<file path="config.mk">
export PLATFORM = sky130hd
export DESIGN_NAME = tlc_safety_monitor
export DESIGN_NICKNAME = d
export VERILOG_FILES = /design/src/rtl/tlc_safety_monitor.sv
export SDC_FILE = /design/constraint.sdc
export NUM_CORES = 1
export LEC_CHECK = 0
export CORE_UTILIZATION = 30
export DETAILED_ROUTE_END_ITERATION = 16
export GPL_TIMING_DRIVEN = 0
export PLACE_DENSITY = 0.55
export SLEW_MARGIN = 20
export SYNTH_ARGS = -nofsm -noshare
export SYNTH_HDL_FRONTEND = slang
export SYNTH_SLANG_ARGS = --single-unit
</file>
<file path="constraint.sdc">
create_clock -name CK -period 3.1 [get_ports CK]
set_input_delay 0.93 -clock CK [delete_from_list [all_inputs] [get_ports CK]]
set_output_delay 0.93 -clock CK [all_outputs]
set_load 0.005 [all_outputs]
</file>
<file path="src/rtl/tlc_safety_monitor.sv">
// Lamp conflict/sequence/dwell monitor; on any violation latches a fault code and flashes red on both directions.
// Latency 2 cycles (input register + output register); no backpressure, every cycle is checked.
module tlc_safety_monitor #(
  parameter int MIN_GRN   = 4,
  parameter int MIN_YLW   = 2,
  parameter int MAX_DWELL = 200,
  parameter int CNT_W     = 8,
  parameter int FLASH_DIV = 16
) (
  input  logic       CK,
  input  logic       CLR,
  input  logic       GRN1,
  input  logic       YLW1,
  input  logic       RED1,
  input  logic       GRN2,
  input  logic       YLW2,
  input  logic       RED2,
  input  logic       FACK,
  output logic       LG1,
  output logic       LY1,
  output logic       LR1,
  output logic       LG2,
  output logic       LY2,
  output logic       LR2,
  output logic       FAULT,
  output logic [2:0] FCODE
);

  localparam int FL_W = (FLASH_DIV > 1) ? $clog2(FLASH_DIV) : 1;
  localparam logic [CNT_W-1:0] MIN_GRN_C   = CNT_W'(MIN_GRN);
  localparam logic [CNT_W-1:0] MIN_YLW_C   = CNT_W'(MIN_YLW);
  localparam logic [CNT_W-1:0] MAX_DWELL_C = CNT_W'(MAX_DWELL);
  localparam logic [FL_W-1:0]  FLASH_LAST  = FL_W'(FLASH_DIV - 1);

  typedef enum logic [1:0] {ST_UNK, ST_G, ST_Y, ST_R} lamp_t;
  typedef enum logic {MONITOR, FAULTED} mode_t;

  logic [2:0]       s1_1, s1_2;
  lamp_t            trk1, trk2;
  logic [CNT_W-1:0] dwell1, dwell2;
  mode_t            mode;
  logic [FL_W-1:0]  flash_cnt;
  logic             flash;

  lamp_t      cur1, cur2;
  logic [3:0] seq1, seq2;
  logic       illegal, conflict, clean, viol;
  logic [5:0] flags;
  logic [2:0] vcode;

  // Non-one-hot codes decode to ST_UNK, which doubles as the illegal marker.
  function automatic lamp_t decode(input logic [2:0] gyr);
    case (gyr)
      3'b100:  return ST_G;
      3'b010:  return ST_Y;
      3'b001:  return ST_R;
      default: return ST_UNK;
    endcase
  endfunction

  // Bits 0..3 flag codes 3..6 for one direction.
  function automatic logic [3:0] seq_check(input lamp_t st, input logic [CNT_W-1:0] d,
                                           input lamp_t c);
    logic [3:0] f;
    f = '0;
    if (st != ST_UNK && c != ST_UNK) begin
      if (c != st) begin
        f[0] = !((st == ST_G && c == ST_Y) || (st == ST_Y && c == ST_R) ||
                 (st == ST_R && c == ST_G));
        f[1] = (st == ST_G) && (d < MIN_GRN_C);
        f[2] = (st == ST_Y) && (d < MIN_YLW_C);
      end else begin
        f[3] = (st == ST_G || st == ST_Y) && (d == MAX_DWELL_C);
      end
    end
    return f;
  endfunction

  function automatic logic [CNT_W-1:0] dwell_next(input lamp_t st, input logic [CNT_W-1:0] d,
                                                  input lamp_t c);
    if (c == ST_UNK) return d;
    if (st == ST_UNK || c != st) return CNT_W'(1);
    return (d == '1) ? d : d + 1'b1;
  endfunction

  always_comb begin
    cur1     = decode(s1_1);
    cur2     = decode(s1_2);
    seq1     = seq_check(trk1, dwell1, cur1);
    seq2     = seq_check(trk2, dwell2, cur2);
    illegal  = (cur1 == ST_UNK) || (cur2 == ST_UNK);
    conflict = ((s1_1[2] | s1_1[1]) & ~s1_2[0]) | ((s1_2[2] | s1_2[1]) & ~s1_1[0]);
    clean    = ~illegal & ~conflict;
    flags    = {seq1 | seq2, conflict, illegal};
    viol     = |flags;
    vcode    = '0;
    // Scan from the highest code down so the lowest asserted code is left standing.
    for (int i = 5; i >= 0; i--) begin
      if (flags[i]) vcode = 3'(i + 1);
    end
  end

  always_ff @(posedge CK) begin
    if (CLR) begin
      s1_1            <= 3'b001;
      s1_2            <= 3'b001;
      {LG1, LY1, LR1} <= 3'b001;
      {LG2, LY2, LR2} <= 3'b001;
      FAULT           <= 1'b0;
      FCODE           <= 3'd0;
      trk1            <= ST_UNK;
      trk2            <= ST_UNK;
      dwell1          <= '0;
      dwell2          <= '0;
      mode            <= MONITOR;
      flash_cnt       <= '0;
      flash           <= 1'b1;
    end else begin
      s1_1 <= {GRN1, YLW1, RED1};
      s1_2 <= {GRN2, YLW2, RED2};
      case (mode)
        MONITOR: begin
          if (viol) begin
            mode            <= FAULTED;
            FAULT           <= 1'b1;
            FCODE           <= vcode;
            flash_cnt       <= '0;
            flash           <= 1'b1;
            {LG1, LY1, LR1} <= 3'b001;
            {LG2, LY2, LR2} <= 3'b001;
          end else begin
            {LG1, LY1, LR1} <= s1_1;
            {LG2, LY2, LR2} <= s1_2;
            trk1            <= (cur1 == ST_UNK) ? trk1 : cur1;
            trk2            <= (cur2 == ST_UNK) ? trk2 : cur2;
            dwell1          <= dwell_next(trk1, dwell1, cur1);
            dwell2          <= dwell_next(trk2, dwell2, cur2);
          end
        end
        FAULTED: begin
          if (FACK && clean) begin
            mode            <= MONITOR;
            FAULT           <= 1'b0;
            FCODE           <= 3'd0;
            trk1            <= ST_UNK;
            trk2            <= ST_UNK;
            dwell1          <= '0;
            dwell2          <= '0;
            flash_cnt       <= '0;
            flash           <= 1'b1;
            {LG1, LY1, LR1} <= s1_1;
            {LG2, LY2, LR2} <= s1_2;
          end else begin
            {LG1, LY1} <= 2'b00;
            {LG2, LY2} <= 2'b00;
            if (flash_cnt == FLASH_LAST) begin
              flash_cnt <= '0;
              flash     <= ~flash;
              LR1       <= ~flash;
              LR2       <= ~flash;
            end else begin
              flash_cnt <= flash_cnt + 1'b1;
              LR1       <= flash;
              LR2       <= flash;
            end
          end
        end
      endcase
    end
  end

endmodule
</file>
Word level (Yosys, flattened, before mapping):

Cells that the tools add are included.

* add/subtract/negate cells: 3
* order comparisons: 4
* eq/ne operators: 32
* mux-type cells: 88
* bitwise gates (word level): 13
* reductions and logical operators: 40

Operator list (count)
* $mux 8: 13
* $mux 1: 38
* $eq 8x8->1 const B: 4
* $pmux 8 s2: 2
* $mux 3: 10
* $mux 4: 5
* $pmux 1 s2: 9
* $add 8x1->8 const B: 2
* $eq 2x2->1 const B: 8
* $lt 8x2->1 const B: 2
* $lt 8x3->1 const B: 2
* $logic_and 1x1->1: 15
* $pmux 2 s3: 2
* $reduce_and 3->1: 4
* $mux 2: 5
* $logic_or 1x1->1: 9
* $eq 2x1->1 const B: 4
* $logic_not 2->1: 4
* $ne 2x2->1 const B: 4
* $ne 4x4->1 const B: 2
* $pmux 2 s2: 2
* $pmux 4 s2: 1
* $reduce_bool 2->1: 4
* $eq 3x1->1 const B: 2
* 14 further kinds: 27

* register bits: 42
* output and inout port bits: 10
* word-level logic and storage cells: 197

Longest topological paths before layout:

Gate-level depths: netlist of the first run.

* depth after elaboration: 22
* gate-level depth with buffers: 11
* gate-level depth less buffers: 9

Worst setup path before layout of the first run:

No wires, ideal clock.

* path kind: reg-to-reg
* from: register s1_1[2]
* to: register dwell2[3]
* setup time: 0.124 ns
* arrival: 2.360 ns
* path slack: 0.616 ns
* cell stages (with the launch flop): 10
* path buffers: 2
* clock period less this slack: 2.484 ns
* cell sequence: dfxtp_1 > buf_6 > maj3_2 > mux2_4 > a32oi_4 > o32ai_4 > or4_1 > buf_2 > a31oi_1 > o31ai_1

* word-level cells in the longest chain between the ends: 13

Ends and longest elaborated chain
* start, declared: RTL line 38 `logic [2:0] s1_1, s1_2;`
* start signal, assigned: RTL line 119 `s1_1 <= {GRN1, YLW1, RED1};`
* $eq 3x1->1, or another cell as far along: RTL line 53 `case (gyr)`
* $pmux 2 s3: RTL line 53
* $eq 2x2->1: RTL line 68 `f[0] = !((st == ST_G && c == ST_Y) || (st == ST_Y && c == ST_R) ||`
* $logic_and 1x1->1: RTL line 68
* $logic_or 1x1->1 (2 in a row): RTL line 68
* $logic_not 1->1: RTL line 68
* $mux 3: RTL line 67 `if (c != st) begin`
* $mux 4: RTL line 66 `if (st != ST_UNK && c != ST_UNK) begin`
* $or 4x4->4: RTL line 94 `flags = {seq1 | seq2, conflict, illegal};`
* $reduce_or 6->1: RTL line 95 `viol = |flags;`
* $ne 2x2->1 (no source line)
* $reduce_and 3->1 (no source line) (*)
* end signal, assigned: RTL line 137 `dwell2 <= dwell_next(trk2, dwell2, cur2);`
* end, declared: RTL line 40 `logic [CNT_W-1:0] dwell1, dwell2;`

Mark *: on every way between the ends. The rest lies on a longest branch, timed or not.
A chain may end at the register's enable or synchronous reset.

Final worst setup path of the first run:

* from: register s1_2[0]
* to: register dwell2[5]

* word-level cells in the longest chain between the ends: 13

Ends and longest elaborated chain
* start, declared: RTL line 38
* start signal, assigned: RTL line 120 `s1_2 <= {GRN2, YLW2, RED2};`
* $eq 3x1->1, or another cell as far along: RTL line 53
* $pmux 2 s3: RTL line 53
* $ne 2x2->1 or $eq 2x2->1 (tied branches): RTL line 67, 82, 68
* $logic_or 1x1->1 or $logic_and 1x1->1 (tied branches): RTL line 82, 68
* $mux 1 or $logic_or 1x1->1 (tied branches) (2 in a row): RTL line 82, 68
* $mux 1 or $logic_not 1->1 (tied branches): RTL line 123, 68
* $mux 1 or $mux 3 (tied branches): RTL line 121, 67
* $mux 1 or $mux 4 (tied branches): RTL line 104, 66
* $mux 8 or $or 4x4->4 (tied branches): RTL line 83, 94
* $mux 8 or $reduce_or 6->1 (tied branches): RTL line 82, 95
* $mux 8 or $ne 2x2->1 (tied branches)
* $pmux 8 s2 or $reduce_and 3->1 (tied branches)

Parallel ways exist; a longest one is shown, timed or not. The select of a mux whose other input is x is not followed.

==> impl_metrics.toml, run 1 <==
[route]
routed_wl_um = 7190
drtAntennaViolNets = 0
vias = 2575
viasPerCell = 5.48
drt_iter0_drc = 130
dr.pass1.iters = 10
drc = 4
wl_per_cell_um = 15.3

[global_route]
antenna_found_initial = 0
grt_pass1_wl_um = 12300
grt_pass1_vias = 2432
overflow = 0
grt_max_degree = 13
grt_util_met3_pct = 2.52
gr-usage-met1_pct = 21.9
grt_usage_pct = 15.8
gr-usage-met2_pct = 25.5
busiest_layer = "met2"

[clocking]
worstSkewPairLatency_ns = 0.29
cts_buffers = 5
clkTransAtPathRegs_ns = 0.08
clock_path_buffers = 2
root_buffer = "clkbuf_8"
cts_max_level = 2
cts_tree = "built"
holdBufCountCts = 0
clock_sinks = 42

[worst_setup_path]
cp-end-kind = "flip-flop"
critPathRequiredTime_ns = 3.28
path_class = "flip-flop to flip-flop"
path_max_fanout = 10
crit_arrival_ns = 3.00
critPathLaunchType = "flip-flop"
reg2reg_setup_slack_ns = 0.28

[outcome]
violations = "DRC"
status = "complete, but fails checks"

[synth]
synthAdderAreaFrac_pct = 6.33
synth_edf_count = 0
synthesis.area_um2 = 2750
synthArstFlopShare_pct = 0
synth_top_area_share_pct = 30.6
ys_seq_area_share_pct = 30.6
synthMuxAreaShare_pct = 1.28
synth_area_leaders = "dfxtp_1 31%, ha_1 5.9%, nand3_1 4.0%"
syn_inst = 334
ys_types = 67
synth_area_per_cell_um2 = 8.23
yosysMostFrequentCell = "dfxtp_1"
yosysTopAreaCell = "dfxtp_1"
synth_top_family_by_area = "simple AND/OR/NAND/NOR gates"
ys_ff_latch = 42
mappedNetlistNets = 356
synth_compound_area_share_pct = 22.4
yosys.area_share.xor_xnor_pct = 1.55
yosys-top-cells-count = "42 x dfxtp_1, 24 x nand2_1, 24 x nor2_1"
ys.flop_type = "dfxtp_1"
synthSimpleGateAreaFrac_pct = 32.5
ys_warn_count = 0

[power]
peakVddDrop_mv = 0.212
leakage_nw = 1.13
clkPwrFrac_pct = 31.4
p_switching_w = 0.000403
combPwrFrac_pct = 24.0
p_int_w = 0.000914
p_seq_share_pct = 44.6
power.density_nw_per_um2 = 409
sw_frac_of_total_pct = 30.6

[sta]
hold_viol = 0
final.setup.tns_ns = 0
finalSetupViolations = 0
drv_slew = 0
min_period_over_period_pct = 91.1
fmax_mhz = 354
tightest_slew_ns = 0.729
grt_setup_unrepaired = "no"
fin_crit_ns = 2.82
slew_headroom_pct = 51.0
fin_worst_skew_ns = 0.00706

[floorplanning]
die_w_um = 97.7
die_h_um = 97.7
die_area_um2 = 9550
rows = 34
io_pins = 19
initial_core_util_pct = 31.2
coreArea_um2 = 8810

[place]
finalWeightedCongestion = 0.896
place_area_um2 = 3060
hpwl_um = 5310
dp.cells = 460
portBuffers = 18

[layout]
stdcell_area_um2 = 3220
drive_above_1_share_pct = 10.5
utilization_pct = 36.5
fin_nets = 383
diodes = 0
finalNonFillerCells = 470
area_delta_synth_final_pct = 17.1

[run]
cap_violations = 0

[worst_hold_path]
min-delay-path-class = "flip-flop to flip-flop"
## cells by family after synthesis
logic type      Yosys count
flops                    42
buf+inv                  33
fa+ha+maj                14
xor+xnor                  4
mux                       3
compound gates           81
simple gates            157
## worst max-delay path: stages, from the launching register on
cell and delay [ns]:
dfxtp_1 0.32, buf_2 0.19, buf_2 0.27, xnor2_2 0.16, o32ai_1 0.13, o21ai_0 0.34, nand4_1 0.17, buf_4 0.21
or4_1 0.47, buf_2 0.19, a31oi_1 0.18, o31ai_1 0.08
## power by group through the flow
stage                     Clock, W  Sequential (W)  Combinational [W]
after floorplan                  0        0.000595           0.000206
after global placement           0        0.000599           0.000303
after detailed placement         0        0.000600           0.000303
after CTS                 0.000429        0.000587           0.000304
after global routing      0.000450        0.000592           0.000350
final                     0.000413        0.000587           0.000316
## metrics by stage
stage | hold slack [ns] | power, W | setup slack, ns
2_1_floorplan | 0.451 | 0.000801 | 0.616
3_3_place_gp | 0.437 | 0.000901 | 0.116
3_5_place_dp | 0.454 | 0.000903 | 0.0729
4_1_cts | 0.472 | 0.00132 | 0.0540
5_1_grt | 0.493 | 0.00139 | 0.00879
6_report | 0.465 | 0.00132 | 0.277
## cells in the final DEF, fill, tap and decap left out, types with 4 or more instances in the layout
cell type / Yosys / layout
nand2_1: 24 / 24
nor3b_1: 5 / 5
buf_2: 5 / 5
and3_1: 12 / 12
a21oi_1: 8 / 7
a31oi_1: 6 / 6
inv_1: 17 / 17
o211ai_1: 6 / 6
nand2b_1: 7 / 7
nor2b_1: 6 / 6
nand4_1: 6 / 6
nor3_1: 20 / 20
o21ai_0: 19 / 19
dfxtp_1: 42 / 42
clkbuf_1: 7 / 5
buf_4: 2 / 4
nand3b_1: 4 / 4
nand3_1: 22 / 22
clkbuf_8: 0 / 8
ha_1: 13 / 13
nor2_1: 24 / 23
clkdlybuf4s50_1: 0 / 18
a32o_1: 6 / 6
## repair_timing
item,4_1_cts,5_1_grt
resized for setup,0,9
buffers inserted,0,2
setup endpoints to repair,0,25
## final cells by class
type / instances / area, um2
multi-input combinational: 259 / 1790
fill: 928 / 5590
clock buffer: 8 / 110
buffer: 15 / 80.1
timing repair buffer: 20 / 195
inverter: 18 / 67.6
tap: 108 / 135
sequential: 42 / 841
## sequential cells by signal (all words and copies together) (netlist names), 2 cells and up
name / count
dwell1: 8
dwell2: 8
flash_cnt: 4
FCODE: 3
s1_1: 3
s1_2: 3
trk1: 2
trk2: 2
## worst paths after layout
check                              from   endpoint  cells past startpoint
worst max register to register  s1_2[0]  dwell2[5]                     11
worst min-delay path              FAULT      FAULT                      1
worst max-delay path            s1_2[0]  dwell2[5]                     11
worst min register to register    FAULT      FAULT                      1
## routing by layer
| layer | routed length (um) | share of wire [%] | vias to the layer above |
|---|---|---|---|
| met5 | 0 | 0 | - |
| met4 | 61 | 0.85 | 0 |
| met3 | 295 | 4.1 | 6 |
| met2 | 3320 | 46 | 57 |
| met1 | 3520 | 49 | 1200 |
| li1 | - | - | 1312 |
Note: power is estimated with default switching activity, not from simulation.
==> run 2: changes to the inputs <==
Settings changed: CAP_MARGIN set to 30.
==> results of run 2 <==
Same layout as run 1: the final DEF is identical, and so are final timing and power.
==> run 3: changes to the inputs <==
Settings changed: CORE_MARGIN set to 2, CORE_UTILIZATION 30 to 35, PLACE_DENSITY 0.55 to 0.61.
Clock period 3.1 ns to 3.2 ns, I/O delays scaled along.
==> impl_metrics.toml, run 3 (synthesis results as in run 1) <==
[power]
leakage_nw = 1.09
peakVddDrop_mv = 0.154
power.density_nw_per_um2 = 382

[worst_setup_path]
rr_worst_depth = 8
path_max_fanout = 10
cp-end-kind = "flip-flop"
reg2reg_setup_slack_ns = 0.21
r2r_start = "s1_2[1]"
max_stage_delay_ns = 0.64
critPathBufInv = 1
cp_cell_sequence = "clkbuf_1 -> nor3b_1 -> a32oi_1 -> o31ai_4 -> a21oi_1 -> nor4_2 -> nor2_1 -> a32o_1"
r2r-end = "trk2[1]"
critPathLaunchType = "flip-flop"
cpMaxStageDelayCell = "a21oi_1"
critical_path.top_delay_family = "compound AO/OA/AOI/OAI gates"
path_class = "flip-flop to flip-flop"
critPathRequiredTime_ns = 3.44
crit_arrival_ns = 3.23

[sta]
grt_setup_unrepaired = "no"
hold_viol = 0
fin_crit_ns = 2.99
drv_slew = 0
final.setup.tns_ns = 0
slew_headroom_pct = 49.4
holdWs_ns = 0.480
min_period_over_period_pct = 93.3
fmax_mhz = 335
finalSetupViolations = 0
fin_worst_skew_ns = 0.00343
tightest_slew_ns = 0.753

[worst_hold_path]
min_to = "FAULT"
hold_path_depth = 1
min-delay-path-class = "flip-flop to flip-flop"
hold_start = "FAULT"

[floorplanning]
initial_core_util_pct = 35.9
coreArea_um2 = 7650
rows = 32
die_area_um2 = 8570
io_pins = 19
die_h_um = 92.6
die_w_um = 92.6

[clocking]
cts_tree = "built"
cts_buffers = 5
cts_max_level = 2
clock_sinks = 42
root_buffer = "clkbuf_8"
holdBufCountCts = 0
worstSkewPairLatency_ns = 0.30
clkTransAtPathRegs_ns = 0.08
clock_path_buffers = 2

[route]
wl_per_cell_um = 15.2
vias = 2585
routed_wl_um = 7020
drc = 0
drtAntennaViolNets = 0
dr.pass1.iters = 4
drt_iter0_drc = 80
viasPerCell = 5.61

[place]
portBuffers = 18
finalWeightedCongestion = 0.878
hpwl_um = 5110

[layout]
mostFrequentLayoutCell = "dfxtp_1"
fill_cells = 786
drive_above_1_share_pct = 8.08
area_delta_synth_final_pct = 14.1
diodes = 0
utilization_pct = 41.0
reg.largest.list = "dwell1 x8, dwell2 x8, flash_cnt x4"
final_cell_mix = "42 x dfxtp_1, 24 x nand2_1, 24 x nor2_1"
fin_nets = 381

[global_route]
overflow = 0
grt_usage_pct = 17.1
grt_pass1_vias = 2413
grt_max_degree = 12
antenna_found_initial = 0
grt_pass1_wl_um = 11700

[run]
cap_violations = 0

[outcome]
status = "finished, final reports clean"
[run 3: worst max path at each step]
| stage | slack [ns] | cells past startpoint | start | endpoint |
|---|---|---|---|---|
| 2_1_floorplan | 0.72 | 9 | s1_1[2] | dwell2[3] |
| 3_3_place_gp | 0.23 | 5 | FACK | trk2[1] |
| 3_5_place_dp | 0.24 | 9 | trk2[1] | dwell1[4] |
| 4_1_cts | 0.21 | 9 | trk2[1] | dwell1[5] |
| 5_1_grt | 0.01 | 10 | s1_2[0] | dwell1[5] |
| 6_report | 0.21 | 8 | s1_2[1] | trk2[1] |
[run 3: layer usage]
layer  vias up  global-route usage (%)  share of wire [%]
li1       1297                       -                  -
met1      1236                    22.6                 49
met2        47                    29.0                 47
met3         5                    2.69                2.7
met4         0                    4.10                1.1
met5         -                       0                  0
[run 3: stage by stage]
stage | area (um2) | instances | total power, W | setup WS, ns
3_5_place_dp | 3060 | 454 | 0.000873 | 0.243
3_3_place_gp | 3060 | 454 | 0.000872 | 0.228
4_1_cts | 3130 | 461 | 0.00120 | 0.207
2_1_floorplan | 2750 | 334 | 0.000776 | 0.716
6_report | 3140 | 461 | 0.00120 | 0.215
5_1_grt | 3140 | 461 | 0.00126 | 0.00961
[run 3: final cells by class]
cell class / instances / area [um2] / area share [%]
buffer: 15 / 77.6 / 2.47
sequential: 42 / 841 / 26.8
tap: 102 / 128 / 4.07
multi-input combinational: 259 / 1770 / 56.3
timing repair buffer: 18 / 180 / 5.75
clock buffer: 7 / 76.3 / 2.43
inverter: 18 / 67.6 / 2.15
[run 3: timing repair]
item / in CTS / in global routing
setup buffers: 0 / 0
resized for setup: 0 / 1
setup endpoints to repair: 0 / 6
[run 3: report_power, final]
| group | internal [W] | switching [W] | total [W] |
|---|---|---|---|
| clock | 0.000151 | 0.000183 | 0.000333 |
| sequential | 0.000546 | 0.0000241 | 0.000570 |
| combinational | 0.000115 | 0.000180 | 0.000295 |
